`src/rtl/emg_sar_conv_ctrl.sv`:
```
// SAR conversion controller for the EMG front-end ADC.
// The controller samples the input and then runs a binary search on the
// capacitive DAC, using one comparator decision per clock.
// Each result is tagged with its channel number and stored in a small FIFO.
// A valid/ready handshake on the FIFO output feeds the EMG data packer.
module emg_sar_conv_ctrl #(
  parameter int RES_BITS      = 10,
  parameter int SAMPLE_CYCLES = 2,
  parameter int CH_BITS       = 4,
  parameter int FIFO_DEPTH    = 4
) (
  input  logic                CLK_EMG,
  input  logic                RESET,
  input  logic                EN_ADC,
  input  logic                START,
  input  logic [CH_BITS-1:0]  CH_SEL,
  input  logic                COMP,
  output logic                SAMPLE_EMG,
  output logic [RES_BITS-1:0] DAC_CODE,
  output logic                BUSY,
  output logic                EOC,
  output logic [RES_BITS-1:0] DOUT,
  output logic [CH_BITS-1:0]  DOUT_CH,
  output logic                DOUT_VALID,
  input  logic                DOUT_READY,
  output logic                OVERFLOW,
  output logic                START_MISS
);

  localparam int SAMP_W = (SAMPLE_CYCLES > 1) ? $clog2(SAMPLE_CYCLES) : 1;
  localparam int PTR_W  = $clog2(FIFO_DEPTH);
  localparam int CNT_W  = PTR_W + 1;
  localparam int ENT_W  = CH_BITS + RES_BITS;

  localparam logic [SAMP_W-1:0]   SAMP_LAST  = SAMP_W'(SAMPLE_CYCLES - 1);
  localparam logic [RES_BITS-1:0] DAC_MSB    = RES_BITS'(1) << (RES_BITS - 1);
  localparam logic [CNT_W-1:0]    FIFO_FULLC = CNT_W'(FIFO_DEPTH);

  localparam logic [1:0] ST_IDLE    = 2'd0;
  localparam logic [1:0] ST_SAMPLE  = 2'd1;
  localparam logic [1:0] ST_CONVERT = 2'd2;
  localparam logic [1:0] ST_DONE    = 2'd3;

  logic [1:0]          state;
  logic [SAMP_W-1:0]   samp_cnt;
  logic [RES_BITS-1:0] trial_mask;
  logic [CH_BITS-1:0]  ch_tag;
  logic [RES_BITS-1:0] resolved;

  logic [ENT_W-1:0]    fifo_mem [FIFO_DEPTH];
  logic [PTR_W-1:0]    wr_ptr;
  logic [PTR_W-1:0]    rd_ptr;
  logic [CNT_W-1:0]    fifo_cnt;

  logic                push_req;
  logic                do_push;
  logic                do_pop;
  logic                fifo_full;
  logic [ENT_W-1:0]    push_data;
  logic [PTR_W-1:0]    rd_next;
  logic [CNT_W-1:0]    cnt_next;
  logic [CNT_W-1:0]    cnt_kept;

  // Current trial code with the bit under test cleared if the comparator rejected it.
  assign resolved  = COMP ? DAC_CODE : (DAC_CODE & ~trial_mask);

  // A finished conversion is handed to the FIFO as it leaves DONE, unless it is being aborted.
  assign push_req  = (state == ST_DONE) && EN_ADC;
  assign push_data = {ch_tag, DAC_CODE};
  assign fifo_full = (fifo_cnt == FIFO_FULLC);
  assign do_pop    = DOUT_VALID && DOUT_READY;
  assign do_push   = push_req && (!fifo_full || do_pop);
  assign cnt_kept  = fifo_cnt - CNT_W'(do_pop);
  assign cnt_next  = cnt_kept + CNT_W'(do_push);
  assign rd_next   = rd_ptr + PTR_W'(do_pop);

  // Conversion sequencer: sample phase, one SAR bit per clock, then hand-off.
  always_ff @(posedge CLK_EMG) begin
    if (RESET) begin
      state      <= ST_IDLE;
      samp_cnt   <= '0;
      trial_mask <= '0;
      ch_tag     <= '0;
      SAMPLE_EMG <= 1'b0;
      DAC_CODE   <= '0;
      BUSY       <= 1'b0;
      EOC        <= 1'b0;
      START_MISS <= 1'b0;
    end else begin
      if (START && BUSY) begin
        START_MISS <= 1'b1;
      end
      if (state == ST_IDLE) begin
        if (START && EN_ADC) begin
          state      <= ST_SAMPLE;
          ch_tag     <= CH_SEL;
          samp_cnt   <= '0;
          SAMPLE_EMG <= 1'b1;
          BUSY       <= 1'b1;
          DAC_CODE   <= '0;
        end
      end else if (!EN_ADC) begin
        state      <= ST_IDLE;
        trial_mask <= '0;
        SAMPLE_EMG <= 1'b0;
        DAC_CODE   <= '0;
        BUSY       <= 1'b0;
        EOC        <= 1'b0;
      end else begin
        case (state)
          ST_SAMPLE: begin
            if (samp_cnt == SAMP_LAST) begin
              state      <= ST_CONVERT;
              SAMPLE_EMG <= 1'b0;
              DAC_CODE   <= DAC_MSB;
              trial_mask <= DAC_MSB;
            end else begin
              samp_cnt <= samp_cnt + 1'b1;
            end
          end
          ST_CONVERT: begin
            if (trial_mask[0]) begin
              state    <= ST_DONE;
              DAC_CODE <= resolved;
              EOC      <= 1'b1;
            end else begin
              DAC_CODE   <= resolved | (trial_mask >> 1);
              trial_mask <= trial_mask >> 1;
            end
          end
          ST_DONE: begin
            state <= ST_IDLE;
            BUSY  <= 1'b0;
            EOC   <= 1'b0;
          end
          default: begin
            state      <= ST_IDLE;
            SAMPLE_EMG <= 1'b0;
            DAC_CODE   <= '0;
            BUSY       <= 1'b0;
            EOC        <= 1'b0;
          end
        endcase
      end
    end
  end

  // Result FIFO with a registered head. A push into an empty FIFO loads the head directly.
  always_ff @(posedge CLK_EMG) begin
    if (RESET) begin
      wr_ptr     <= '0;
      rd_ptr     <= '0;
      fifo_cnt   <= '0;
      DOUT       <= '0;
      DOUT_CH    <= '0;
      DOUT_VALID <= 1'b0;
      OVERFLOW   <= 1'b0;
    end else begin
      if (do_push) begin
        fifo_mem[wr_ptr] <= push_data;
        wr_ptr           <= wr_ptr + 1'b1;
      end
      rd_ptr     <= rd_next;
      fifo_cnt   <= cnt_next;
      DOUT_VALID <= (cnt_next != '0);
      if (cnt_next != '0) begin
        if (cnt_kept == '0) begin
          {DOUT_CH, DOUT} <= push_data;
        end else begin
          {DOUT_CH, DOUT} <= fifo_mem[rd_next];
        end
      end
      if (push_req && fifo_full && !do_pop) begin
        OVERFLOW <= 1'b1;
      end
    end
  end

endmodule

```
`config.mk`:
```
export PLATFORM = sky130hd
export DESIGN_NAME = emg_sar_conv_ctrl
export DESIGN_NICKNAME = d
export VERILOG_FILES = /design/src/rtl/emg_sar_conv_ctrl.sv
export SDC_FILE = /design/constraint.sdc
export NUM_CORES = 1
export LEC_CHECK = 0
export CORE_UTILIZATION = 60
export DETAILED_ROUTE_END_ITERATION = 7
export PLACE_DENSITY = 0.89
export RECOVER_POWER = 50
export SYNTH_ARGS = -nofsm -noshare
export SYNTH_HDL_FRONTEND = slang
export SYNTH_SLANG_ARGS = --single-unit
```
`constraint.sdc`:
```
create_clock -name CLK_EMG -period 5.7 [get_ports CLK_EMG]
set_input_delay 0.57 -clock CLK_EMG [delete_from_list [all_inputs] [get_ports CLK_EMG]]
set_output_delay 0.57 -clock CLK_EMG [all_outputs]
set_load 0.02 [all_outputs]
```
==> impl_metrics.json <==
{
  "yosys_warnings": 0,
  "crit_path_start_kind": "input pin",
  "fin_crit_sh": 0.661,
  "drtIter0Drc": 174,
  "drtAntennaViolNets": 0,
  "ys_seq_area_frac": 0.596,
  "synth_ff_type": "edfxtp_1",
  "synthToLayoutAreaGrowth_pct": 11.9,
  "drc_errors": 0,
  "layout_min_cycle_time_ps": 3770,
  "grt_pass1_vias": 2887,
  "slew_headroom": -0.523,
  "clockRootBuffer": "clkbuf_8",
  "synth.net_count": 393,
  "cts_tree": "done",
  "mostFrequentLayoutCell": "edfxtp_1",
  "worstMarginPinSlew_ps": 2280,
  "die_area_sq_um": 8080,
  "cp_data_arrival_time_ps": 3780,
  "grt_overflow": 0,
  "synth-seq-cells": 110,
  "holdPathStages": 2,
  "min_from": "BUSY",
  "drv_slew": 45,
  "max_cap_viol_count": 1,
  "cts_resized": 0,
  "worstReg2RegEnd": "DOUT_CH[1]",
  "max_freq_mhz": 265,
  "wl_per_cell_um": 17.8,
  "htree_levels": 3,
  "hold_path_end": "BUSY",
  "path_clk_slew_ps": 100,
  "grt_max_degree": 45,
  "clk_path_buf_depth": 2,
  "dr.pass1.iters": 5,
  "p_leak_nw": 1.89,
  "start_util": 0.629,
  "worst-setup-path-type": "in -> reg",
  "clk_latency_ps": 370,
  "drive_gt1_frac": 0.109,
  "fin_worst_skew_ps": 12.8,
  "cts_buffers": 9,
  "hold_viol_final": 0,
  "instances_no_fill": 501,
  "synthArstFlopShare": 0,
  "r2r_slack_ps": 3130,
  "fin_nets": 421,
  "critPathCaptureType": "flop",
  "fp.dieW_um": 89.9,
  "place_hpwl_um": 5760,
  "drt-total-wl_um": 8910,
  "antenna_found_initial": 0,
  "final_cell_mix": "56 x edfxtp_1, 54 x dfxtp_1, 44 x nand2_1",
  "core_area_sq_um": 7370,
  "synth_edf_count": 56,
  "crit_path_max_fanout": 44,
  "fp-row-count": 31,
  "reg2reg_from": "state[0]",
  "via_count": 3019,
  "syn_area_sq_um": 4640,
  "postCtsSetupRepairBufs": 0,
  "grt_pass1_wl_um": 14300,
  "powerDensity_nw_per_um2": 384,
  "holdBufCountCts": 0,
  "dp.cells": 485,
  "required_ps": 5710,
  "finalSetupTns_ps": 0,
  "rr_worst_depth": 9,
  "gp_congestion": 0.815,
  "power_mw": 1.99,
  "rsz0062_at_grt": "false",
  "setup_violations": 0,
  "ir_worst_vdd_uv": 217,
  "track_usage": 0.230,
  "syn_avg_cell_area_sq_um": 12.6,
  "io_pins": 40,
  "routed_via_density": 6.03,
  "outcome": "finished, violations left",
  "io_buffer_count": 39,
  "cts.sinks": 110,
  "violations": "max-capacitance violations, max-slew violations",
  "whs_ps": 477,
  "min_path_type": "reg -> reg",
  "synth_cell_types": 51,
  "n_antenna_cell": 0,
  "die-height_um": 89.9,
  "synthCells": 369
}
-- state kept, by name, summed over array words and instances, names as in the netlist, 2 cells and up --
signal / count
fifo_mem: 56
state: 2
DOUT_CH: 4
trial_mask: 10
wr_ptr: 2
rd_ptr: 2
DAC_CODE: 10
DOUT: 10
ch_tag: 4
fifo_cnt: 3
-- cell usage after synthesis, drive strengths merged (3+ instances only) --
| master | instances | share of area |
|---|---|---|
| nor2 | 28 | 0.026 |
| and3 | 5 | 0.0067 |
| o22ai | 8 | 0.011 |
| nor2b | 5 | 0.0067 |
| o32ai | 8 | 0.015 |
| mux4 | 14 | 0.070 |
| clkbuf | 10 | 0.0081 |
| nand3 | 4 | 0.0054 |
| a311oi | 14 | 0.035 |
| nand2 | 45 | 0.038 |
| ha | 14 | 0.038 |
| or2 | 3 | 0.0040 |
| a211oi | 3 | 0.0049 |
| dfxtp | 54 | 0.23 |
| mux2i | 7 | 0.015 |
| inv | 19 | 0.015 |
| buf | 12 | 0.018 |
| edfxtp | 56 | 0.36 |
| a21oi | 30 | 0.032 |
-- report_power, final --
group	internal [mW]	switching, mW	total [mW]
Sequential	0.877	0.0321	0.909
Clock	0.158	0.254	0.412
Combinational	0.260	0.410	0.669
-- layer usage --
| layer | up-vias | share of wire | track usage |
|---|---|---|---|
| li1 | 1417 | - | - |
| met1 | 1487 | 0.41 | 0.291 |
| met2 | 102 | 0.52 | 0.397 |
| met3 | 13 | 0.053 | 0.0372 |
| met4 | 0 | 0.014 | 0.0914 |
| met5 | - | 0 | 0 |
-- critical path: stages --
cell      delay (ps)
clkbuf_1        1600
inv_1            870
and3_1           720
-- cell type report --
type / instances / area, sq um
Multi-Input combinational cell: 217 / 1680
Tap cell: 99 / 124
Clock buffer: 10 / 128
Inverter: 20 / 75.1
Fill cell: 501 / 2180
Timing Repair Buffer: 39 / 384
Sequential cell: 110 / 2760
Clock inverter: 6 / 37.5
-- worst max-delay path by stage --
stage,from,to,slack (ps),depth (start not counted)
floorplan,DOUT_READY,DOUT[6],3390,10
global placement,EN_ADC,DOUT[7],2500,9
detailed placement,EN_ADC,DOUT_CH[1],2320,9
CTS,EN_ADC,DOUT_CH[1],2710,9
global route,RESET,fifo_mem[2][5],1640,3
finish,RESET,fifo_mem[2][3],1930,3
-- kinds of logic after synthesis --
family / Yosys count / share of synthesized area
buffers and inverters: 42 / 0.0421
AO/OA/AOI/OAI: 78 / 0.125
flip-flops: 110 / 0.596
XOR/XNOR: 4 / 0.0124
adder cells (fa/ha/maj): 14 / 0.0378
multiplexers: 21 / 0.0855
AND/OR/NAND/NOR: 100 / 0.101
-- per-stage QoR --
step / utilization / cell area, sq um / setup slack [ps]
global placement: 0.682 / 5030 / 2500
detailed placement: 0.682 / 5030 / 2320
CTS: 0.704 / 5190 / 2710
floorplan: - / 4640 / 3390
global route: 0.704 / 5190 / 1640
finish: 0.704 / 5190 / 1930
No activity file was read; power rests on OpenSTA's default activity.
